--- src/rtl/maze_mem_if.sv ---
// Request/grant bus between the mouse and host requesters and the maze map arbiter.
// Both requesters share the same handshake; only the host has a lock input.
//
// Handshake: a requester raises xx_req together with xx_we/xx_x/xx_y/xx_wdata and
// holds all of them stable until a cycle in which xx_gnt is high; that cycle
// performs the access. Holding xx_req high after the grant cycle requests a new
// access. Read data appears on xx_rdata with a one-cycle xx_valid pulse in the
// cycle after the read grant. busy is high while a clear sequence owns the map.
interface maze_mem_if #(
  parameter int COORD_W = 4
) ();
  logic               m_req;
  logic               m_we;
  logic [COORD_W-1:0] m_x;
  logic [COORD_W-1:0] m_y;
  logic               m_wdata;
  logic               m_gnt;
  logic               m_rdata;
  logic               m_valid;

  logic               h_req;
  logic               h_we;
  logic [COORD_W-1:0] h_x;
  logic [COORD_W-1:0] h_y;
  logic               h_wdata;
  logic               h_lock;
  logic               h_gnt;
  logic               h_rdata;
  logic               h_valid;

  logic               clr;
  logic               busy;

  modport slave (
    input  m_req, m_we, m_x, m_y, m_wdata,
    input  h_req, h_we, h_x, h_y, h_wdata, h_lock,
    input  clr,
    output m_gnt, m_rdata, m_valid,
    output h_gnt, h_rdata, h_valid,
    output busy
  );

  modport master (
    output m_req, m_we, m_x, m_y, m_wdata,
    output h_req, h_we, h_x, h_y, h_wdata, h_lock,
    output clr,
    input  m_gnt, m_rdata, m_valid,
    input  h_gnt, h_rdata, h_valid,
    input  busy
  );
endinterface

--- src/rtl/maze_mem_arbiter.sv ---
// Single-port 2^(2*COORD_W)-bit maze map shared by mouse and host, one access per
// cycle, round-robin with a bounded host burst lock and a self-timed clear sweep.
module maze_mem_arbiter #(
  parameter int   COORD_W   = 4,
  parameter int   MAX_BURST = 4,
  parameter logic CLR_VALUE = 1'b0
) (
  input  logic      CLK,
  input  logic      RST,
  maze_mem_if.slave bus,
  output logic      state_dbg
);

  localparam int ADDR_W = 2 * COORD_W;
  localparam int DEPTH  = 1 << ADDR_W;
  localparam int BCNT_W = $clog2(MAX_BURST + 1);

  typedef enum logic { ARB = 1'b0, CLEAR = 1'b1 } state_t;
  typedef enum logic { MOUSE = 1'b0, HOST = 1'b1 } owner_t;

  state_t              state;
  owner_t              last_grant;
  logic [BCNT_W-1:0]   burst_cnt;
  logic [ADDR_W-1:0]   clr_cnt;

  logic                mem [DEPTH];

  logic [ADDR_W-1:0]   m_addr;
  logic [ADDR_W-1:0]   h_addr;
  logic                m_gnt_c;
  logic                h_gnt_c;
  logic                host_locked;
  logic                clear_we;
  logic                mem_we;
  logic [ADDR_W-1:0]   mem_addr;
  logic                mem_wdata;

  assign m_addr = {bus.m_y, bus.m_x};
  assign h_addr = {bus.h_y, bus.h_x};

  // The lock only matters under contention; burst_cnt bounds how long the mouse waits.
  assign host_locked = bus.h_lock && (last_grant == HOST) &&
                       (burst_cnt < BCNT_W'(MAX_BURST));

  always_comb begin
    m_gnt_c = 1'b0;
    h_gnt_c = 1'b0;
    if (!RST && state == ARB && !bus.clr) begin
      if (bus.m_req && bus.h_req) begin
        if (host_locked) begin
          h_gnt_c = 1'b1;
        end else if (last_grant == HOST) begin
          m_gnt_c = 1'b1;
        end else begin
          h_gnt_c = 1'b1;
        end
      end else begin
        m_gnt_c = bus.m_req;
        h_gnt_c = bus.h_req;
      end
    end
  end

  assign bus.m_gnt = m_gnt_c;
  assign bus.h_gnt = h_gnt_c;
  assign bus.busy  = (state == CLEAR);
  assign state_dbg = logic'(state);

  // A reset cycle never writes, so a sweep interrupted by reset stops exactly where it was.
  assign clear_we = (state == CLEAR) && !RST;

  always_comb begin
    mem_we    = 1'b0;
    mem_addr  = m_addr;
    mem_wdata = bus.m_wdata;
    if (clear_we) begin
      mem_we    = 1'b1;
      mem_addr  = clr_cnt;
      mem_wdata = CLR_VALUE;
    end else if (m_gnt_c && bus.m_we) begin
      mem_we    = 1'b1;
    end else if (h_gnt_c && bus.h_we) begin
      mem_we    = 1'b1;
      mem_addr  = h_addr;
      mem_wdata = bus.h_wdata;
    end
  end

  always_ff @(posedge CLK) begin
    if (mem_we) begin
      mem[mem_addr] <= mem_wdata;
    end
  end

  always_ff @(posedge CLK) begin
    if (RST) begin
      state       <= ARB;
      last_grant  <= HOST;
      burst_cnt   <= '0;
      clr_cnt     <= '0;
      bus.m_valid <= 1'b0;
      bus.h_valid <= 1'b0;
      bus.m_rdata <= 1'b0;
      bus.h_rdata <= 1'b0;
    end else begin
      bus.m_valid <= m_gnt_c && !bus.m_we;
      bus.h_valid <= h_gnt_c && !bus.h_we;
      if (m_gnt_c && !bus.m_we) begin
        bus.m_rdata <= mem[m_addr];
      end
      if (h_gnt_c && !bus.h_we) begin
        bus.h_rdata <= mem[h_addr];
      end

      if (m_gnt_c) begin
        last_grant <= MOUSE;
      end else if (h_gnt_c) begin
        last_grant <= HOST;
      end

      if (!bus.h_lock || m_gnt_c) begin
        burst_cnt <= '0;
      end else if (h_gnt_c && bus.m_req && burst_cnt < BCNT_W'(MAX_BURST)) begin
        burst_cnt <= burst_cnt + 1'b1;
      end

      case (state)
        ARB: begin
          if (bus.clr) begin
            state   <= CLEAR;
            clr_cnt <= '0;
          end
        end
        CLEAR: begin
          clr_cnt <= clr_cnt + 1'b1;
          if (clr_cnt == ADDR_W'(DEPTH - 1)) begin
            state <= ARB;
          end
        end
        default: state <= ARB;
      endcase
    end
  end

endmodule

--- src/flat_wrapper.sv ---
// flat-port wrapper written by rule: the top's interface ports become plain ports
module maze_mem_arbiter_flat 
#(
  parameter int   COORD_W   = 4,
  parameter int   MAX_BURST = 4,
  parameter logic CLR_VALUE = 1'b0
)
  (CLK, RST, state_dbg, bus_m_req, bus_m_we, bus_m_x, bus_m_y, bus_m_wdata, bus_h_req, bus_h_we, bus_h_x, bus_h_y, bus_h_wdata, bus_h_lock, bus_clr, bus_m_gnt, bus_m_rdata, bus_m_valid, bus_h_gnt, bus_h_rdata, bus_h_valid, bus_busy);
  maze_mem_if #(.COORD_W(COORD_W)) bus_i ();
  input  logic CLK;
  input  logic RST;
  output logic state_dbg;
  input wire logic [$bits(bus_i.m_req)-1:0] bus_m_req;
  input wire logic [$bits(bus_i.m_we)-1:0] bus_m_we;
  input wire logic [$bits(bus_i.m_x)-1:0] bus_m_x;
  input wire logic [$bits(bus_i.m_y)-1:0] bus_m_y;
  input wire logic [$bits(bus_i.m_wdata)-1:0] bus_m_wdata;
  input wire logic [$bits(bus_i.h_req)-1:0] bus_h_req;
  input wire logic [$bits(bus_i.h_we)-1:0] bus_h_we;
  input wire logic [$bits(bus_i.h_x)-1:0] bus_h_x;
  input wire logic [$bits(bus_i.h_y)-1:0] bus_h_y;
  input wire logic [$bits(bus_i.h_wdata)-1:0] bus_h_wdata;
  input wire logic [$bits(bus_i.h_lock)-1:0] bus_h_lock;
  input wire logic [$bits(bus_i.clr)-1:0] bus_clr;
  output wire logic [$bits(bus_i.m_gnt)-1:0] bus_m_gnt;
  output wire logic [$bits(bus_i.m_rdata)-1:0] bus_m_rdata;
  output wire logic [$bits(bus_i.m_valid)-1:0] bus_m_valid;
  output wire logic [$bits(bus_i.h_gnt)-1:0] bus_h_gnt;
  output wire logic [$bits(bus_i.h_rdata)-1:0] bus_h_rdata;
  output wire logic [$bits(bus_i.h_valid)-1:0] bus_h_valid;
  output wire logic [$bits(bus_i.busy)-1:0] bus_busy;
  assign bus_i.m_req = bus_m_req;
  assign bus_i.m_we = bus_m_we;
  assign bus_i.m_x = bus_m_x;
  assign bus_i.m_y = bus_m_y;
  assign bus_i.m_wdata = bus_m_wdata;
  assign bus_i.h_req = bus_h_req;
  assign bus_i.h_we = bus_h_we;
  assign bus_i.h_x = bus_h_x;
  assign bus_i.h_y = bus_h_y;
  assign bus_i.h_wdata = bus_h_wdata;
  assign bus_i.h_lock = bus_h_lock;
  assign bus_i.clr = bus_clr;
  assign bus_m_gnt = bus_i.m_gnt;
  assign bus_m_rdata = bus_i.m_rdata;
  assign bus_m_valid = bus_i.m_valid;
  assign bus_h_gnt = bus_i.h_gnt;
  assign bus_h_rdata = bus_i.h_rdata;
  assign bus_h_valid = bus_i.h_valid;
  assign bus_busy = bus_i.busy;
  maze_mem_arbiter #(.COORD_W(COORD_W), .MAX_BURST(MAX_BURST), .CLR_VALUE(CLR_VALUE)) u_core (.CLK(CLK), .RST(RST), .bus(bus_i), .state_dbg(state_dbg));
endmodule
--- config.mk ---
export PLATFORM = sky130hd
export DESIGN_NAME = maze_mem_arbiter_flat
export DESIGN_NICKNAME = d
export VERILOG_FILES = /design/src/rtl/maze_mem_if.sv /design/src/rtl/maze_mem_arbiter.sv /design/src/flat_wrapper.sv
export SDC_FILE = /design/constraint.sdc
export NUM_CORES = 1
export LEC_CHECK = 0
export CORE_UTILIZATION = 68
export DETAILED_ROUTE_END_ITERATION = 8
export GPL_ROUTABILITY_DRIVEN = 0
export PLACE_DENSITY = 0.86
export SLEW_MARGIN = 20
export SYNTH_ARGS = -nofsm -noshare
export SYNTH_HDL_FRONTEND = slang
export SYNTH_SLANG_ARGS = --single-unit
export TNS_END_PERCENT = 20
--- constraint.sdc ---
create_clock -name CLK -period 32.6 [get_ports CLK]
set_clock_uncertainty 0.1 [all_clocks]
set_input_delay 3.26 -clock CLK [delete_from_list [all_inputs] [get_ports CLK]]
set_output_delay 3.26 -clock CLK [all_outputs]
set_load 0.02 [all_outputs]
# Word level (Yosys, flattened, before mapping)
# Memory sizes are Yosys's and may differ from the RTL's. A register that Yosys moved wholly into a read port is not among the register bits.
# Cells that the tools add are included.
# op_classes
addsub,2
mul,0
div,0
n_lt_le_gt_ge,1
n_eq_ne,2
n_shift,0
mux,26
bitwise,1
n_reduce_logical,20
# ops
op,n
$mux 8,4
$mux 1,20
$pmux 8 s2,1
$logic_and 1x1->1,12
$add 8x1->8 const B,1
$eq 8x8->1 const B,1
$logic_not 1->1,5
$add 3x1->3 const B,1
$lt 3x3->1 const B,1
$ne 2x2->1 const B,1
$pmux 1 s2,1
$reduce_bool 2->1,1
$reduce_or 2->1,1
$logic_or 1x1->1,1
$not 1->1,1
# totals
ff_bits,15
latchBits,0
mem_bits_rw,256
romBits,0
inputBits,26
out_inout_bits,8
word_cells,59
memories,1
# memory_table
name,depth,width,rd,rd_clocked_by_memory_dff,wr,line_no,text
u_core.mem,256,1,2,2,1,maze_mem_arbiter.sv:26,logic mem [DEPTH];

# Depth between registers and ports, before layout
# depth
ltp_word,11
depth_mapped,10
depth_no_buf,6

# Least setup slack after synthesis
# OpenSTA, ideal clock, no wires.
# synth_timing
path_kind,input -> register
start,input RST
end,memory u_core.mem[0] (data pin)
setup_time_ns,1.575
t_arrival_ns,11.277
required_time_ns,30.925
setup_slack_ns,19.648
cell_stages,5
n_path_buf,1
path_cell_list,clkbuf_1 or4b_4 a211oi_4 nand2_1 a21oi_1
# synth_between
elab_chain_len,8
word_cells_on_any_way,11
classes_between,mux (5); reduce/logical (6)
# synth_rtl
element,line_no,text
start: declaration,flat_wrapper.sv:11,input logic RST;
$logic_not 1->1 *,"maze_mem_arbiter.sv:48, maze_mem_arbiter.sv:70",
$logic_and 1x1->1 (2 in series),maze_mem_arbiter.sv:48,if (!RST && state == ARB && !bus.clr) begin
$mux 1,maze_mem_arbiter.sv:48,
$logic_and 1x1->1,maze_mem_arbiter.sv:82,end else if (h_gnt_c && bus.h_we) begin
$mux 1,maze_mem_arbiter.sv:82,
$mux 1,maze_mem_arbiter.sv:80,end else if (m_gnt_c && bus.m_we) begin
$mux 1 *,maze_mem_arbiter.sv:76,if (clear_we) begin
via u_core.mem_wdata,maze_mem_arbiter.sv:36,logic mem_wdata;
end: declaration,maze_mem_arbiter.sv:26,
# Mark *: on every way through the listed nets, which the timed path passes. The rest lies on a longest branch.

# Worst setup path after layout
# layout_timing
start,input RST
end,output bus_h_gnt
# layout_between
elab_chain_len,4
# layout_rtl
element,line_no,text
$logic_not 1->1,maze_mem_arbiter.sv:48,
$logic_and 1x1->1 (2 in series),maze_mem_arbiter.sv:48,
$mux 1,maze_mem_arbiter.sv:48,
end: declaration,flat_wrapper.sv:28,output wire logic [$bits(bus_i.h_gnt)-1:0] bus_h_gnt;
# Every way passes these cells.

==> summary.txt <==
Clock network
  • Worst-path clk slew: 0.06 ns
  • Buffer depth of the longest clock path: 3
  • H-Tree Depth: 1
  • Clock latency on the worst-skew pair: roughly 0.57 ns
  • CTS Buf Count: 30
  • CTS tree: built
  • Hold Buf Count CTS: 0
  • Post-CTS Resized: 0
  • # Post-CTS Setup Buffers: 0
  • Clock sink total: 273
  • Clock Tree Root: clkbuf_16

Pwr
  • Internal Power: roughly 600 uW
  • Max VDD drop: approximately 0.042 mV
  • Switch Pwr: 194.0 uW
  • Sequential cell fraction of total power: 0.482
  • Pleak: 4.825 nW
  • Clock share of power: 0.413
  • Gate power share: 0.105
  • Switching Share: 0.2412
  • Power Dens Cells: roughly 50 mW/mm2

Hold path
  • Hold_sp: u_core.last_grant
  • HP Class: reg2reg

STA
  • Post-route setup TNS: 0 ns
  • RSZ-0062 raised after global routing: no
  • Fin. Hold Viols: 0
  • Final Max Slew Viols: 0
  • Worst slew pin tran: 1.294 ns
  • Final min period: around 9 ns
  • Final Setup Violations: 0
  • Rel. slew slack: 0.1358
  • Crit share post-route: 0.2768
  • Fmax: 0.1108 GHz

GRT
  • Largest net degree at the start of global routing: 140
  • Vias in the first global route: 10,990
  • First-pass GRT wire length: 65,090 um
  • Total Routing Usage GR: 0.4085
  • Initial antenna violation count: 0
  • Grt ovf: 0

Placed design
  • Port Buf Inserts: 33
  • Area after DPL: 0.01503 mm2
  • Placed insts: 1,353
  • Hpwl dp: 26,330 um

Final layout
  • Final-stage net count: 1,138
  • Final instance area: 0.01600 mm2
  • P&R area growth vs syn: 9.224%
  • Ant diodes: 0
  • Layout cell share with drive strength beyond 1: 0.1783
  • Fill cell count: 1,213
  • Finished Layout Cells: 1,408

Route
  • Total iterations of the first detailed-routing run: 8
  • Post-route DRC: 0
  • Vias: approximately 11,000
  • Vias/cell: 7.919
  • Routed len/inst: ~31 um
  • DRT Wirelength: 43,920 um
  • Initial drt markers: 1,822
  • Routed Antenna Nets: 0

Worst setup path
  • Cell family with most CP delay: buffers and inverters
  • Combined buffer and inverter count along the critical path: 2
  • Ordered cell list for the critical path: clkdlybuf4s50_1 > or4b_4 > a21oi_1 > clkdlybuf4s50_1
  • Slowest stage delay, CP: 0.74 ns
  • RR Startpoint: u_core.bus.busy
  • Crit path launch: RST
  • Setup Crit Path Kind: in2out
  • Crit path arrival time: 5.66 ns
  • Slowest cell on the critical path: clkdlybuf4s50_1
  • Top cell by count, worst path: clkdlybuf4s50_1
  • CP Data Required Time: 29.24 ns
  • CP Max Fanout: 18
  • Element type at the critical path start: input pin
  • Crit. End Element: output port

Synthesis
  • Mean Syn Cell Area: roughly 13 um2
  • Yosys warns: 0
  • Synth top area cells: edfxtp_1, mux4_2, nor2_1
  • Number of synthesized register bits: 273
  • Syn Inst Count: 1,133
  • Mapped Area: 0.01465 mm2
  • Area share of the largest cell type after synthesis: 0.5247
  • Post-synth EDFFs: 256
  • Netlist cell types: 62
  • Top_reg_cell synth: edfxtp_1
  • Seq/Total Area, Yosys: 0.5480
  • Async S/R FF share, synth: 0
  • Syn_nets: about 1,200
  • Area leader, netlist: edfxtp_1

Floorplanning
  • Core area: 0.02109 mm2
  • Die Area: 0.02214 mm2
  • Top-Level Pins: 34
  • Chip height: around 150 um
  • Initial Util: 0.6947
  • Core Rows: 53
  • Width of the die: roughly 150 um

Job
  • Max-cap viol count: 0

Outcome
  • Run status: finished clean
==> state kept, by name, indices dropped and copies added (netlist names) <==
name / count
u_core.bus.m_valid: 1
u_core.bus.busy: 1
u_core.burst_cnt: 3
u_core.bus.m_rdata: 1
u_core.last_grant: 1
u_core.mem: 256
u_core.bus.h_valid: 1
u_core.bus.h_rdata: 1
u_core.clr_cnt: 8
==> Yosys cell counts (3+ instances only) <==
master	instances
nand2_1	38
a2111oi_0	4
mux4_2	118
nand2b_1	10
and2_1	6
nand4b_1	7
nor4_1	5
o211a_1	4
o311ai_0	3
mux2i_1	38
a221oi_1	3
a22oi_1	16
nand3_1	33
buf_2	6
and3_1	4
mux2_2	5
or2_2	7
inv_1	15
edfxtp_1	256
o21ai_0	12
o211ai_1	9
nor2_1	235
nor2b_1	7
a211oi_1	8
a21oi_1	14
a31oi_1	4
nor3b_1	3
o221ai_1	9
o2111ai_1	5
a22o_1	4
clkbuf_1	81
dfxtp_1	17
o22ai_1	11
buf_1	14
nand4_1	20
or3b_2	4
nor3_1	61
a311oi_1	4
o2bb2ai_1	3
==> area by class of cell <==
| type | instances | area [um2] | area share |
|---|---|---|---|
| clock buffer | 43 | 850.8 | 0.05317 |
| tap | 275 | 344.1 | 0.02150 |
| multi-input combinational | 742 | 6185 | 0.3865 |
| inverter | 16 | 60.06 | 0.003753 |
| clock inverter | 12 | 110.1 | 0.006881 |
| sequential | 273 | 8028 | 0.5017 |
| timing repair buffer | 47 | 424.2 | 0.02651 |
==> layout by cell type, fill, tap and decap left out, types with 8 or more instances in the layout <==
cell type | synthesis | layout
o211ai_1 | 9 | 9
mux2i_1 | 38 | 38
nor2_1 | 235 | 235
edfxtp_1 | 256 | 256
nand3_1 | 33 | 33
clkbuf_1 | 81 | 9
clkbuf_16 | 0 | 31
a21oi_1 | 14 | 13
a22oi_1 | 16 | 16
o22ai_1 | 11 | 11
nand2b_1 | 10 | 10
o221ai_1 | 9 | 9
dfxtp_1 | 17 | 17
o21ai_0 | 12 | 12
nand4_1 | 20 | 20
clkdlybuf4s50_1 | 0 | 29
inv_1 | 15 | 15
buf_4 | 1 | 15
nand2_1 | 38 | 38
nor3_1 | 61 | 61
a211oi_1 | 8 | 8
mux4_2 | 118 | 118
==> power groups by stage <==
stage               combinational (mW)  sequential [mW]  clock, mW
floorplan                       0.0542            0.398          0
CTS                             0.0803            0.388      0.331
finish                          0.0845            0.388      0.332
detailed placement              0.0793            0.395          0
global placement                0.0778            0.395          0
global route                    0.0864            0.388      0.344
==> metrics by stage <==
stage | util | setup WS [ns] | power (mW) | hold WS, ns
final | 0.7588 | 23.58 | 0.8044 | 0.4283
after global routing | 0.7588 | 23.48 | 0.8179 | 0.4479
after CTS | 0.7584 | 23.61 | 0.7991 | 0.4200
after detailed placement | 0.7128 | 23.62 | 0.4746 | 0.4012
after global placement | 0.7128 | 23.70 | 0.4729 | 0.3808
after floorplan | - | 19.65 | 0.4526 | 0.3635
==> cell families after synthesis <==
logic type	share of synthesized area
compound gates	0.06568
buf+inv	0.03100
mux	0.2112
xor+xnor	0.0005979
fa+ha+maj	0.001708
simple gates	0.1419
flops	0.5480
==> final timing paths <==
kind / depth (start not counted) / slack, ns / to
max: 4 / 23.58 / bus_h_gnt
min: 2 / 0.43 / u_core.last_grant
max reg2reg: 6 / 27.77 / u_core.mem[248]
min reg2reg: 2 / 0.43 / u_core.last_grant
==> routing by layer <==
layer	track usage	wire length [um]	up-vias
li1	-	-	4394
met1	0.4910	13080	5271
met2	0.6241	19630	1148
met3	0.1385	7425	335
met4	0.2847	3737	2
met5	0.01591	44	-
==> worst register-to-register path: cells and delay by family, from the launching register on <==
kind | cells | cell delay (ns)
DFF | 1 | 0.49
AOI/OAI and AO/OA | 3 | 1.65
and+or+nand+nor | 3 | 2.26
No activity file was read; power rests on OpenSTA's default activity.
